### src/rtl/line_buf_window_4x4.sv
// 4x4 sliding window behind the 4-line SRAM line buffer. Columns from the buffer
// shift in from the right. Column and row counters mark windows that lie fully inside the image.
module line_buf_window_4x4 #(
    parameter int input_size   = 8,
    parameter int line_width   = 114,
    parameter int frame_height = 114
) (
    input  logic                       clk,
    input  logic                       rst,
    input  logic                       en,
    input  logic [input_size-1:0]      in_row1,
    input  logic [input_size-1:0]      in_row2,
    input  logic [input_size-1:0]      in_row3,
    input  logic [input_size-1:0]      in_row4,
    output logic [16*input_size-1:0]   win_data,
    output logic                       win_valid,
    output logic [8:0]                 win_col,
    output logic [8:0]                 win_row,
    output logic                       frame_done
);

    localparam logic [8:0] LAST_COL = 9'(line_width - 1);
    localparam logic [8:0] LAST_ROW = 9'(frame_height - 1);

    logic                  en_d;
    logic [8:0]            col_cnt;
    logic [8:0]            row_cnt;
    logic [input_size-1:0] win [4][4];
    logic                  last_col;
    logic                  last_row;

    assign last_col = (col_cnt == LAST_COL);
    assign last_row = (row_cnt == LAST_ROW);

    // en_d lines up with the buffer's one-cycle read latency, so in_row* is taken only when en_d is high
    always_ff @(posedge clk) begin
        if (rst) begin
            en_d       <= 1'b0;
            col_cnt    <= '0;
            row_cnt    <= '0;
            win_col    <= '0;
            win_row    <= '0;
            win_valid  <= 1'b0;
            frame_done <= 1'b0;
            for (int r = 0; r < 4; r++) begin
                for (int c = 0; c < 4; c++) begin
                    win[r][c] <= '0;
                end
            end
        end else begin
            en_d       <= en;
            win_valid  <= 1'b0;
            frame_done <= 1'b0;
            if (en_d) begin
                for (int r = 0; r < 4; r++) begin
                    for (int c = 0; c < 3; c++) begin
                        win[r][c] <= win[r][c+1];
                    end
                end
                win[0][3]  <= in_row1;
                win[1][3]  <= in_row2;
                win[2][3]  <= in_row3;
                win[3][3]  <= in_row4;
                win_col    <= col_cnt;
                win_row    <= row_cnt;
                win_valid  <= (col_cnt >= 9'd3) && (row_cnt >= 9'd3);
                frame_done <= last_col && last_row;
                if (last_col) begin
                    col_cnt <= '0;
                    row_cnt <= last_row ? 9'd0 : row_cnt + 9'd1;
                end else begin
                    col_cnt <= col_cnt + 9'd1;
                end
            end
        end
    end

    for (genvar r = 0; r < 4; r++) begin : g_row
        for (genvar c = 0; c < 4; c++) begin : g_col
            assign win_data[((r*4+c)+1)*input_size-1 -: input_size] = win[r][c];
        end
    end

endmodule

### config.mk
export PLATFORM = sky130hd
export DESIGN_NAME = line_buf_window_4x4
export DESIGN_NICKNAME = d
export VERILOG_FILES = /design/src/rtl/line_buf_window_4x4.sv
export SDC_FILE = /design/constraint.sdc
export NUM_CORES = 1
export LEC_CHECK = 0
export CORE_UTILIZATION = 51
export CTS_CLUSTER_SIZE = 10
export DETAILED_ROUTE_END_ITERATION = 8
export PLACE_DENSITY = 0.85
export REMOVE_ABC_BUFFERS = 1
export SLEW_MARGIN = 20
export SYNTH_ARGS = -nofsm -noshare
export SYNTH_HDL_FRONTEND = slang
export SYNTH_SLANG_ARGS = --single-unit
### constraint.sdc
create_clock -name clk -period 5.7 [get_ports clk]
set_input_delay 1.14 -clock clk [delete_from_list [all_inputs] [get_ports clk]]
set_output_delay 1.14 -clock clk [all_outputs]
set_load 0.02 [all_outputs]
==> summary.md, run 1 <==
| Metric | Value |
|---|---|
| Status | `finished, final reports clean` |
| VDD IR max | `0.186 mV` |
| Clk_lat worst skew | `420 ps` |
| Drt via density | `4.93` |
| NumNets Final | `674` |
| All-Layer GR Usage | `0.204` |
| Port bufs | `182` |
| Synthesized area per cell | `14.2 µm²` |
| Seq cells post-synth | `167` |
| Crit start category | `input pin` |
| Minimum clock period | `3140 ps` |
| Worst-margin pin slew | `971 ps` |
| Most common cell after layout, fill and taps aside | `clkdlybuf4s50_1` |
| Seq/Total Area, Yosys | `0.722` |
| Final core occ | `0.737` |
| Slew headroom | `0.353` |
| Ant. Diodes | `0` |
| Largest cells by area after synthesis | `edfxtp_1 60%, and2_1 13%, dfxtp_1 12%, mux2i_1 2.8%, nor2_1 1.7%` |
| Total grt overflow | `0` |
| Io pins | `183` |
| CTS H-tree lvls | `4` |
| Starting Density | `0.529` |
| RSZ-0062 raised after global routing | `false` |
| DR pass1 iterations | `4` |
| Final hold slack | `489 ps` |
| Clk buf depth | `2` |
| FP Rows | `40` |
| WP data arrival | `3230 ps` |
| Die ar. | `13,000 µm²` |
| First DRT Iteration DRCs | `277` |
| Pin count of the biggest net entering global routing | `79` |
| Switch Pwr | `591 µW` |
| Via count | `4,019` |
| CTS Root Cell | `clkbuf_16` |
| Top cell type's share of synthesized area | `0.600` |
| Number of clock buffers inserted by TritonCTS | `17` |
| P_leak | `3.34 nW` |
| Distinct cells, synth | `39` |
| Main synth FF type | `edfxtp_1` |
| # DRC | `0` |
| Chip height | `114 µm` |
| Hold buffer count at cts | `0` |
| Synthesis-to-layout area growth | `39.3%` |
| Worst Hold Class | `reg -> reg` |
| Final-report hold violation count | `0` |
| Kind of critical path | `in -> reg` |
| Internal power | `2.08 mW` |
| Post-synthesis async set-or-reset flop share | `0` |
| Wirelength, routed | `12,800 µm` |
| Share of cells above drive strength 1 | `0.0679` |
| Final GP Congestion | `0.832` |
| Final Slew Violations | `0` |
| Sequential power share | `0.522` |
| Final setup viols | `0` |
| CTS tree | `built` |
| Sw Share | `0.221` |
| Yosys top cell by area | `edfxtp_1` |
| Setup ws final | `2560 ps` |
| Fin crit share | `0.551` |
| Commonest cells after routing, fill and taps aside | `182 x clkdlybuf4s50_1, 128 x and2_1, 128 x edfxtp_1, 39 x dfxtp_1, 29 x nor2_1` |
| Worst-path fanout max | `72` |
| Cell Area, Synth | `6400 µm²` |
| Worst clock skew | `7.01 ps` |
| Worst path required time | `5790 ps` |
| Hpwl dp | `8960 µm` |
| CORE AREA | `12,100 µm²` |
| Clk sinks | `167` |
| Routed Antenna Nets | `0` |
| Resized Gates After CTS | `0` |
| Clock power frac | `0.381` |
| Crit end category | `flip-flop` |
| Number of max-cap violations | `0` |
| Postcts setup bufs | `0` |
| EDFF count, synth | `128` |
| Initial antenna violation count | `0` |
| WL/cell | `15.7 µm` |
| Synth warnings | `0` |
| Pre-CTS WS | `2120 ps` |
| Total power | `2.67 mW` |
| CTS clk-pin slew, worst paths | `60 ps` |
| Synth Instances | `450` |
| Cell Pwr Density | `299 nW/µm²` |
| Die W | `114 µm` |
| Fmax | `318 MHz` |
| Setup_tns | `0 ps` |
| First-pass GRT wire length | `19,600 µm` |
| Number of global-route vias before repair | `3,875` |
| Logic pwr share | `0.097` |
==> sequential cells by signal (all words and copies together), names as in the netlist <==
| signal | flops |
|---|---|
| frame_done | 1 |
| row_cnt | 9 |
| win_col | 9 |
| win_row | 9 |
| en_d | 1 |
| col_cnt | 9 |
| win_valid | 1 |
| win | 128 |
==> synth_stat cells, types with 2 or more instances <==
master	n
and2_1	128
edfxtp_1	128
dfxtp_1	39
nor2_1	29
mux2i_1	18
clkbuf_1	17
nand2_1	9
and3_1	7
nand3_1	6
buf_2	5
nor2b_1	5
xor2_1	5
ha_1	4
inv_1	4
o21ai_0	4
xnor2_1	4
a21oi_1	3
nand2b_1	3
nand4_1	3
nor4_1	3
o22ai_1	3
or2_2	3
a31oi_1	2
and4_1	2
o2bb2ai_1	2
==> layout make-up <==
class | count | area, µm²
sequential | 167 | 4620
fill | 812 | 3190
timing repair buffer | 189 | 1870
multi-input combinational | 256 | 1680
clock buffer | 19 | 433
tap | 168 | 210
clock inverter | 13 | 88.8
inverter | 4 | 15.0
==> power groups by stage <==
stage	clock network (mW)	registers (mW)	logic, mW
5_1_grt	1.08	1.40	0.271
4_1_cts	1.03	1.39	0.260
3_5_place_dp	0	1.42	0.259
3_3_place_gp	0	1.41	0.254
2_1_floorplan	0	1.49	0.0401
6_report	1.02	1.39	0.258
==> metal layers <==
layer  vias to the layer above  routed length [µm]  global-route usage
met5                         -                   0                   0
met4                         0                 422               0.112
met3                        27                 824              0.0598
met2                       154                6480               0.348
met1                      1903                5110               0.230
li1                       1935                   -                   -
==> cell families after synthesis <==
family                   after synthesis  share of synthesized area
buffers and inverters                 27                     0.0180
AO/OA/AOI/OAI                         18                     0.0199
XOR/XNOR                               9                     0.0123
adder cells (fa/ha/maj)                4                    0.00781
multiplexers                          18                     0.0281
AND/OR/NAND/NOR                      207                      0.192
flip-flops                           167                      0.722
==> final timing paths <==
check	start	to	slack, ps	cells past startpoint
min	win_row[6]$_SDFFE_PP0P_	win_row[6]$_SDFFE_PP0P_	490	2
max reg2reg	en_d$_SDFF_PP0_	win[1][30]$_SDFFCE_PN0P_	3360	3
max	rst	win[1][30]$_SDFFCE_PN0P_	2560	4
min reg2reg	win_row[6]$_SDFFE_PP0P_	win_row[6]$_SDFFE_PP0P_	490	2
==> through the flow <==
stage	instances	area [µm²]
3_5_place_dp	784	8400
5_1_grt	816	8920
2_1_floorplan	427	6300
3_3_place_gp	784	8400
4_1_cts	816	8920
6_report	816	8920
==> worst max-delay path, cell delays in order <==
cell,delay [ps]
clkdlybuf4s50_1,450
buf_4,310
or2_4,800
buf_4,450
(Power assumes the default switching activity.)
==> run 2, diff against run 1 <==
--- a/config.mk
+++ b/config.mk
@@ -5,10 +5,10 @@
 export SDC_FILE = /design/constraint.sdc
 export NUM_CORES = 1
 export LEC_CHECK = 0
-export CORE_UTILIZATION = 51
+export CORE_UTILIZATION = 48
 export CTS_CLUSTER_SIZE = 10
 export DETAILED_ROUTE_END_ITERATION = 8
-export PLACE_DENSITY = 0.85
+export PLACE_DENSITY = 0.8
 export REMOVE_ABC_BUFFERS = 1
 export SLEW_MARGIN = 20
 export SYNTH_ARGS = -nofsm -noshare
==> constraint.sdc (replaced) <==
create_clock -name clk -period 2.95 [get_ports clk]
set_input_delay 0.59 -clock clk [delete_from_list [all_inputs] [get_ports clk]]
set_output_delay 0.59 -clock clk [all_outputs]
set_load 0.02 [all_outputs]
==> run 2 against run 1 <==
- critical path depth shrank 3
- die area grew 6.1%
- register-to-register slack lost 2100 ps
- combinational power grew 94%
- count of clock-buffer cells in the layout is the same
- hold slack gained 4.8 ps
- global-route usage shrank 1.6 points
- final cell count grew 0.61%
- first-iteration DRC count shrank 11%
- core utilization shrank 3.0 points
- routed wire length shrank 3.3%
- via count grew 1.0%
==> summary.md, run 2 (synthesis results as in run 1) <==
| Metric | Value |
|---|---|
| Switch Pwr | `1.18 mW (was 591 µW)` |
| Reg with most FFs | `win (unchanged)` |
| Setup_tns | `0 ps (unchanged)` |
| Synthesis-to-layout area growth | `41.5% (was 39.3%)` |
| Number of global-route vias before repair | `4,022 (was 3,875)` |
| Crit end category | `output port (was flip-flop)` |
| Share of cells above drive strength 1 | `0.0724 (was 0.0679)` |
| First-pass GRT wire length | `20,000 µm (was 19,600 µm)` |
| CORE AREA | `12,800 µm² (was 12,100 µm²)` |
| First DRT Iteration DRCs | `247 (was 277)` |
| Starting Density | `0.499 (was 0.529)` |
| Wirelength, routed | `12,400 µm (was 12,800 µm)` |
| Clk_lat worst skew | `420 ps (about the same)` |
| Status | `finished, final reports clean (unchanged)` |
| VDD IR max | `0.400 mV (was 0.186 mV)` |
| Crit path max-delay family | `buffers and inverters (unchanged)` |
| Crit start category | `flip-flop (was input pin)` |
| Slowest stage delay, CP | `640 ps (was 800 ps)` |
| # DRC | `0 (unchanged)` |
| Total grt overflow | `0 (unchanged)` |
| Slowest library cell on the worst path | `clkdlybuf4s50_1 (was or2_4)` |
| Postcts setup bufs | `0 (unchanged)` |
| Logic pwr share | `0.092 (was 0.097)` |
| Clk buf depth | `2 (unchanged)` |
| CP bufs+invs | `1 (was 3)` |
| Final Slew Violations | `0 (unchanged)` |
| Resized Gates After CTS | `0 (unchanged)` |
| Hpwl dp | `8290 µm (was 8960 µm)` |
| P_leak | `3.38 nW (was 3.34 nW)` |
| NumNets Final | `675 (was 674)` |
| Dpl cells | `789 (was 784)` |
| Worst-path cell chain | `clkdlybuf4s50_1 (was clkdlybuf4s50_1, buf_4, or2_4, buf_4)` |
| Fill cells | `885 (was 812)` |
| Number of clock buffers inserted by TritonCTS | `17 (unchanged)` |
| Commonest cells after routing, fill and taps aside | `182 x clkdlybuf4s50_1, 128 x and2_1, 128 x edfxtp_1, 39 x dfxtp_1, 29 x nor2_1 (unchanged)` |
| Worst path required time | `2360 ps (was 5790 ps)` |
| Non-Filler Instances | `821 (was 816)` |
| Ant. Diodes | `0 (unchanged)` |
| Pre-CTS WS | `666 ps (was 2120 ps)` |
| Internal power | `4.29 mW (was 2.08 mW)` |
| WP data arrival | `1410 ps (was 3230 ps)` |
| CTS tree | `built (unchanged)` |
| Worst clock skew | `10.1 ps (was 7.01 ps)` |
| Worst-margin pin slew | `600 ps (was 971 ps)` |
| Number of flip-flops in the largest register | `128 (unchanged)` |
| Worst-path fanout max | `2 (was 72)` |
| Setup ws final | `950 ps (was 2560 ps)` |
| Slew headroom | `0.600 (was 0.353)` |
| Fmax | `500 MHz` |
| Cell Pwr Density | `604 nW/µm² (was 299 nW/µm²)` |
| DR pass1 iterations | `4 (unchanged)` |
| Final core occ | `0.707 (was 0.737)` |
| Drt via density | `4.95 (was 4.93)` |
| Fin crit share | `0.678` |
| Final-report hold violation count | `0 (unchanged)` |
| Most common cell after layout, fill and taps aside | `clkdlybuf4s50_1 (unchanged)` |
| Final setup viols | `0 (unchanged)` |
| WL/cell | `15.1 µm (was 15.7 µm)` |
| CTS Root Cell | `clkbuf_16 (unchanged)` |
| Pin count of the biggest net entering global routing | `89 (was 79)` |
| Io pins | `183 (unchanged)` |
| CTS H-tree lvls | `4 (unchanged)` |
| Worst Hold Class | `reg -> reg (unchanged)` |
| RSZ-0062 raised after global routing | `false (unchanged)` |
| Kind of critical path | `reg -> out (was in -> reg)` |
| Final GP Congestion | `0.831 (was 0.832)` |
| Routed Antenna Nets | `0 (unchanged)` |
| Post-route cell area | `9060 µm² (was 8920 µm²)` |
| Sw Share | `0.215 (was 0.221)` |
| Sequential power share | `0.491 (was 0.522)` |
| Hold buffer count at cts | `0 (unchanged)` |
| Clk sinks | `167 (unchanged)` |
| FP Rows | `41 (was 40)` |
| Clock power frac | `0.418 (was 0.381)` |
| CTS clk-pin slew, worst paths | `60 ps (about the same)` |
| Minimum clock period | `2000 ps` |
| All-Layer GR Usage | `0.187 (was 0.204)` |
| Number of max-cap violations | `0 (unchanged)` |
| Via count | `4,061 (was 4,019)` |
| Die W | `118 µm (was 114 µm)` |
| Initial antenna violation count | `0 (unchanged)` |
| Port bufs | `182 (unchanged)` |
| Dpl cell area | `8450 µm² (was 8400 µm²)` |
| Chip height | `118 µm (was 114 µm)` |
| Die ar. | `13,800 µm² (was 13,000 µm²)` |
## run 2: cell count changes in the layout (fill, tap and decap cells not counted), sizes merged
cell / previous run / this run
clkinv: 11 / 3
clkinvlp: 1 / 5
bufinv: 1 / 4
buf: 7 / 8
inv: 4 / 5
## run 2: cell type report
cell class                 count  area [µm²]  area share
clock buffer                  19         433      0.0478
clock inverter                13         179      0.0197
inverter                       4        15.0     0.00166
multi-input combinational    256        1680       0.185
sequential                   167        4620       0.510
tap                          172         215      0.0238
timing repair buffer         190        1920       0.212
## run 2: per-layer routing
| layer | up-vias | routed length (µm) | share of wire | global-route usage |
|---|---|---|---|---|
| met5 | - | 0 | 0 | 0 |
| met4 | 0 | 329 | 0.026 | 0.0970 |
| met3 | 23 | 797 | 0.064 | 0.0547 |
| met2 | 145 | 6350 | 0.51 | 0.318 |
| met1 | 1958 | 4940 | 0.40 | 0.215 |
| li1 | 1935 | - | - | - |
## run 2: worst min-delay path: cells and delay by family (launching register included)
kind / cells / cell delay, ps
DFF: 1 / 320
muxes: 1 / 70
and+or+nand+nor: 1 / 70
## run 2: worst paths after layout
check,cells past startpoint,endpoint,from,slack (ps)
worst max-delay path,1,win_data[117],win[3][13]$_SDFFCE_PN0P_,950
worst min-delay path,2,win_col[5]$_SDFFE_PP0P_,win_col[5]$_SDFFE_PP0P_,490
worst max register to register,5,row_cnt[1]$_SDFFE_PP0P_,col_cnt[0]$_SDFFE_PP0P_,1260
worst min register to register,2,win_col[5]$_SDFFE_PP0P_,win_col[5]$_SDFFE_PP0P_,490
## run 2: stage by stage
| stage | hold slack [ps] | power [mW] |
|---|---|---|
| 2_1_floorplan | 487 | 2.95 |
| 3_3_place_gp | 476 | 3.23 |
| 3_5_place_dp | 482 | 3.24 |
| 4_1_cts | 497 | 5.51 |
| 5_1_grt | 520 | 5.63 |
| 6_report | 494 | 5.47 |
## run 2: power groups by stage
stage	Clock, mW	Combinational, mW	Sequential (mW)
3_5_place_dp	0	0.505	2.74
3_3_place_gp	0	0.501	2.73
6_report	2.29	0.501	2.69
5_1_grt	2.41	0.527	2.70
4_1_cts	2.31	0.507	2.69
2_1_floorplan	0	0.0774	2.87
==> run 3, diff against run 2 <==
--- a/config.mk
+++ b/config.mk
@@ -5,10 +5,10 @@
 export SDC_FILE = /design/constraint.sdc
 export NUM_CORES = 1
 export LEC_CHECK = 0
-export CORE_UTILIZATION = 48
+export CORE_UTILIZATION = 43
 export CTS_CLUSTER_SIZE = 10
 export DETAILED_ROUTE_END_ITERATION = 8
-export PLACE_DENSITY = 0.8
+export PLACE_DENSITY = 0.76
 export REMOVE_ABC_BUFFERS = 1
 export SLEW_MARGIN = 20
 export SYNTH_ARGS = -nofsm -noshare
==> constraint.sdc (replaced) <==
create_clock -name clk -period 1.7 [get_ports clk]
set_input_delay 0.34 -clock clk [delete_from_list [all_inputs] [get_ports clk]]
set_output_delay 0.34 -clock clk [all_outputs]
set_load 0.02 [all_outputs]
==> run 3 against run 2 <==
- worst setup slack lost 910 ps
- hold slack got worse by 4.8 ps
- highest routed layer unchanged
- total power grew 80%
- sequential power up 73%
- die area rose by 11%
- critical endpoint is now frame_done
- final cell count is 2.8% higher
==> summary.md, run 3 (synthesis results as in run 1) <==
| Metric | Value |
|---|---|
| Status | `finished, final reports clean (unchanged)` |
| Fin crit share | `0.975` |
| Io pins | `183 (unchanged)` |
| Initial antenna violation count | `0 (unchanged)` |
| FP Rows | `44 (was 41)` |
| Slowest library cell on the worst path | `clkdlybuf4s50_1 (unchanged)` |
| RSZ-0062 raised after global routing | `false (unchanged)` |
| Drt via density | `4.78 (was 4.95)` |
| Number of max-cap violations | `0 (unchanged)` |
| Hpwl dp | `9310 µm (was 8290 µm)` |
| Top sig layer | `met4 (unchanged)` |
| Synthesis-to-layout area growth | `42.3% (was 41.5%)` |
| Final Slew Violations | `0 (unchanged)` |
| Number of global-route vias before repair | `3,904 (was 4,022)` |
| Ant. Diodes | `0 (unchanged)` |
| Post-route cell area | `9120 µm² (was 9060 µm²)` |
| Postcts setup bufs | `0 (unchanged)` |
| Clk buf depth | `2 (unchanged)` |
| Clk_lat worst skew | `420 ps (about the same)` |
| DR pass1 iterations | `4 (unchanged)` |
| DR WL met3 | `1040 µm (was 797 µm)` |
| Non-Filler Instances | `844 (was 821)` |
| Kind of critical path | `reg -> out (unchanged)` |
| CP bufs+invs | `1 (unchanged)` |
| R2r setup slk | `100 ps (was 1260 ps)` |
| Crit start category | `flip-flop (unchanged)` |
| Crit path max-delay family | `buffers and inverters (unchanged)` |
| Worst-margin pin slew | `434 ps (was 600 ps)` |
| P_leak | `4.07 nW (was 3.38 nW)` |
| All-Layer GR Usage | `0.176 (was 0.187)` |
| CTS tree | `built (unchanged)` |
| Resized Gates After CTS | `134 (was 0)` |
| Worst clock skew | `7.20 ps (was 10.1 ps)` |
| Final GP Congestion | `0.783 (was 0.831)` |
| VDD IR max | `0.636 mV (was 0.400 mV)` |
| Routed Antenna Nets | `0 (unchanged)` |
| Met2 Routed Length | `6670 µm (was 6350 µm)` |
| Final-report hold violation count | `0 (unchanged)` |
| Sequential power share | `0.473 (was 0.491)` |
| Die W | `124 µm (was 118 µm)` |
| NumNets Final | `686 (was 675)` |
| Starting Density | `0.441 (was 0.499)` |
| Via count | `4,036 (was 4,061)` |
| CTS clk-pin slew, worst paths | `60 ps (about the same)` |
| Reg with most FFs | `win (unchanged)` |
| CTS H-tree lvls | `4 (unchanged)` |
| First-pass GRT wire length | `20,100 µm (was 20,000 µm)` |
| Pin count of the biggest net entering global routing | `87 (was 89)` |
| Minimum clock period | `1660 ps` |
| Dpl cells | `812 (was 789)` |
| Slowest stage delay, CP | `590 ps (was 640 ps)` |
| Clk sinks | `167 (unchanged)` |
| WP data arrival | `1320 ps (was 1410 ps)` |
| Crit end category | `output port (unchanged)` |
| Final setup viols | `0 (unchanged)` |
| Dpl cell area | `8570 µm² (was 8450 µm²)` |
| Cell Pwr Density | `1080 nW/µm² (was 604 nW/µm²)` |
| Clock power frac | `0.447 (was 0.418)` |
| Logic pwr share | `0.080 (was 0.092)` |
| Total power | `9.85 mW (was 5.47 mW)` |
| Worst-path fanout max | `1 (was 2)` |
| M1 WL | `5210 µm (was 4940 µm)` |
| Total grt overflow | `0 (unchanged)` |
| CTS Root Cell | `clkbuf_16 (unchanged)` |
| Internal power | `7.80 mW (was 4.29 mW)` |
| Die ar. | `15,400 µm² (was 13,800 µm²)` |
| Share of cells above drive strength 1 | `0.0909 (was 0.0724)` |
| Port bufs | `182 (unchanged)` |
| Slew headroom | `0.710 (was 0.600)` |
| Sw Share | `0.208 (was 0.215)` |
| Fmax | `603 MHz` |
| Most common cell after layout, fill and taps aside | `dlygate4sd2_1 (was clkdlybuf4s50_1)` |
| # DRC | `0 (unchanged)` |
| CORE AREA | `14,500 µm² (was 12,800 µm²)` |
| Hold buffer count at cts | `0 (unchanged)` |
| Switch Pwr | `2.05 mW (was 1.18 mW)` |
| First DRT Iteration DRCs | `332 (was 247)` |
| Worst path required time | `1360 ps (was 2360 ps)` |
| Wirelength, routed | `13,300 µm (was 12,400 µm)` |
| Commonest cells after routing, fill and taps aside | `134 x dlygate4sd2_1, 128 x and2_1, 128 x edfxtp_1, 39 x dfxtp_1, 36 x clkdlybuf4s50_1 (was 182 x clkdlybuf4s50_1, 128 x and2_1, 128 x edfxtp_1, 39 x dfxtp_1, 29 x nor2_1)` |
| Number of flip-flops in the largest register | `128 (unchanged)` |
| WL/cell | `15.8 µm (was 15.1 µm)` |
| Setup_tns | `0 ps (unchanged)` |
| Worst-path cell chain | `clkdlybuf4s50_1 (unchanged)` |
| Chip height | `124 µm (was 118 µm)` |
| Final core occ | `0.627 (was 0.707)` |
| Worst Hold Class | `in -> reg (was reg -> reg)` |
| Number of clock buffers inserted by TritonCTS | `17 (unchanged)` |
==> run 3: cell types whose count changed in the layout (fill, tap and decap cells not counted), sizes merged <==
cell           previous run  this run
buf                       8        19
bufinv                    4         7
clkbuf                   19        18
clkdlybuf4s50           182        36
clkinvlp                  5         3
dlygate4sd2               0       134
dlymetal6s2s              0        12
==> run 3: worst paths after layout <==
kind	cells past startpoint	startpoint	to
worst max-delay path	1	frame_done$_SDFF_PN0_	frame_done
worst min-delay path	2	en	en_d$_SDFF_PP0_
worst max register to register	7	col_cnt[1]$_SDFFE_PP0P_	row_cnt[7]$_SDFFE_PP0P_
worst min register to register	2	win_row[8]$_SDFFE_PP0P_	win_row[8]$_SDFFE_PP0P_
==> run 3: area by class of cell <==
| class | count | area [µm²] |
|---|---|---|
| fillers | 1159 | 5420 |
| inverters | 4 | 15.0 |
| multi-input cells | 256 | 1680 |
| flip-flops and latches | 167 | 4620 |
| clock inverters | 14 | 253 |
| well taps | 184 | 230 |
| clock buffers | 18 | 429 |
| repair buffers | 201 | 1890 |
==> run 3: per-layer routing <==
| metal | GRT usage | up-vias |
|---|---|---|
| li1 | - | 1954 |
| met5 | 0 | - |
| met3 | 0.0614 | 27 |
| met1 | 0.200 | 1910 |
| met2 | 0.290 | 145 |
| met4 | 0.0960 | 0 |
==> run 3: power groups by stage <==
stage	logic, mW	registers [mW]	clock network (mW)
final	0.792	4.66	4.40
after global routing	0.852	4.68	4.63
after CTS	0.806	4.66	4.46
after detailed placement	0.911	4.75	0
after global placement	0.900	4.74	0
after floorplan	0.134	4.99	0
==> run 3: through the flow <==
step	hold WS (ps)	worst slack, ps
finish	489	42.7
global route	491	3.17
CTS	483	1.29
detailed placement	485	-175
global placement	480	-144
floorplan	409	-2760
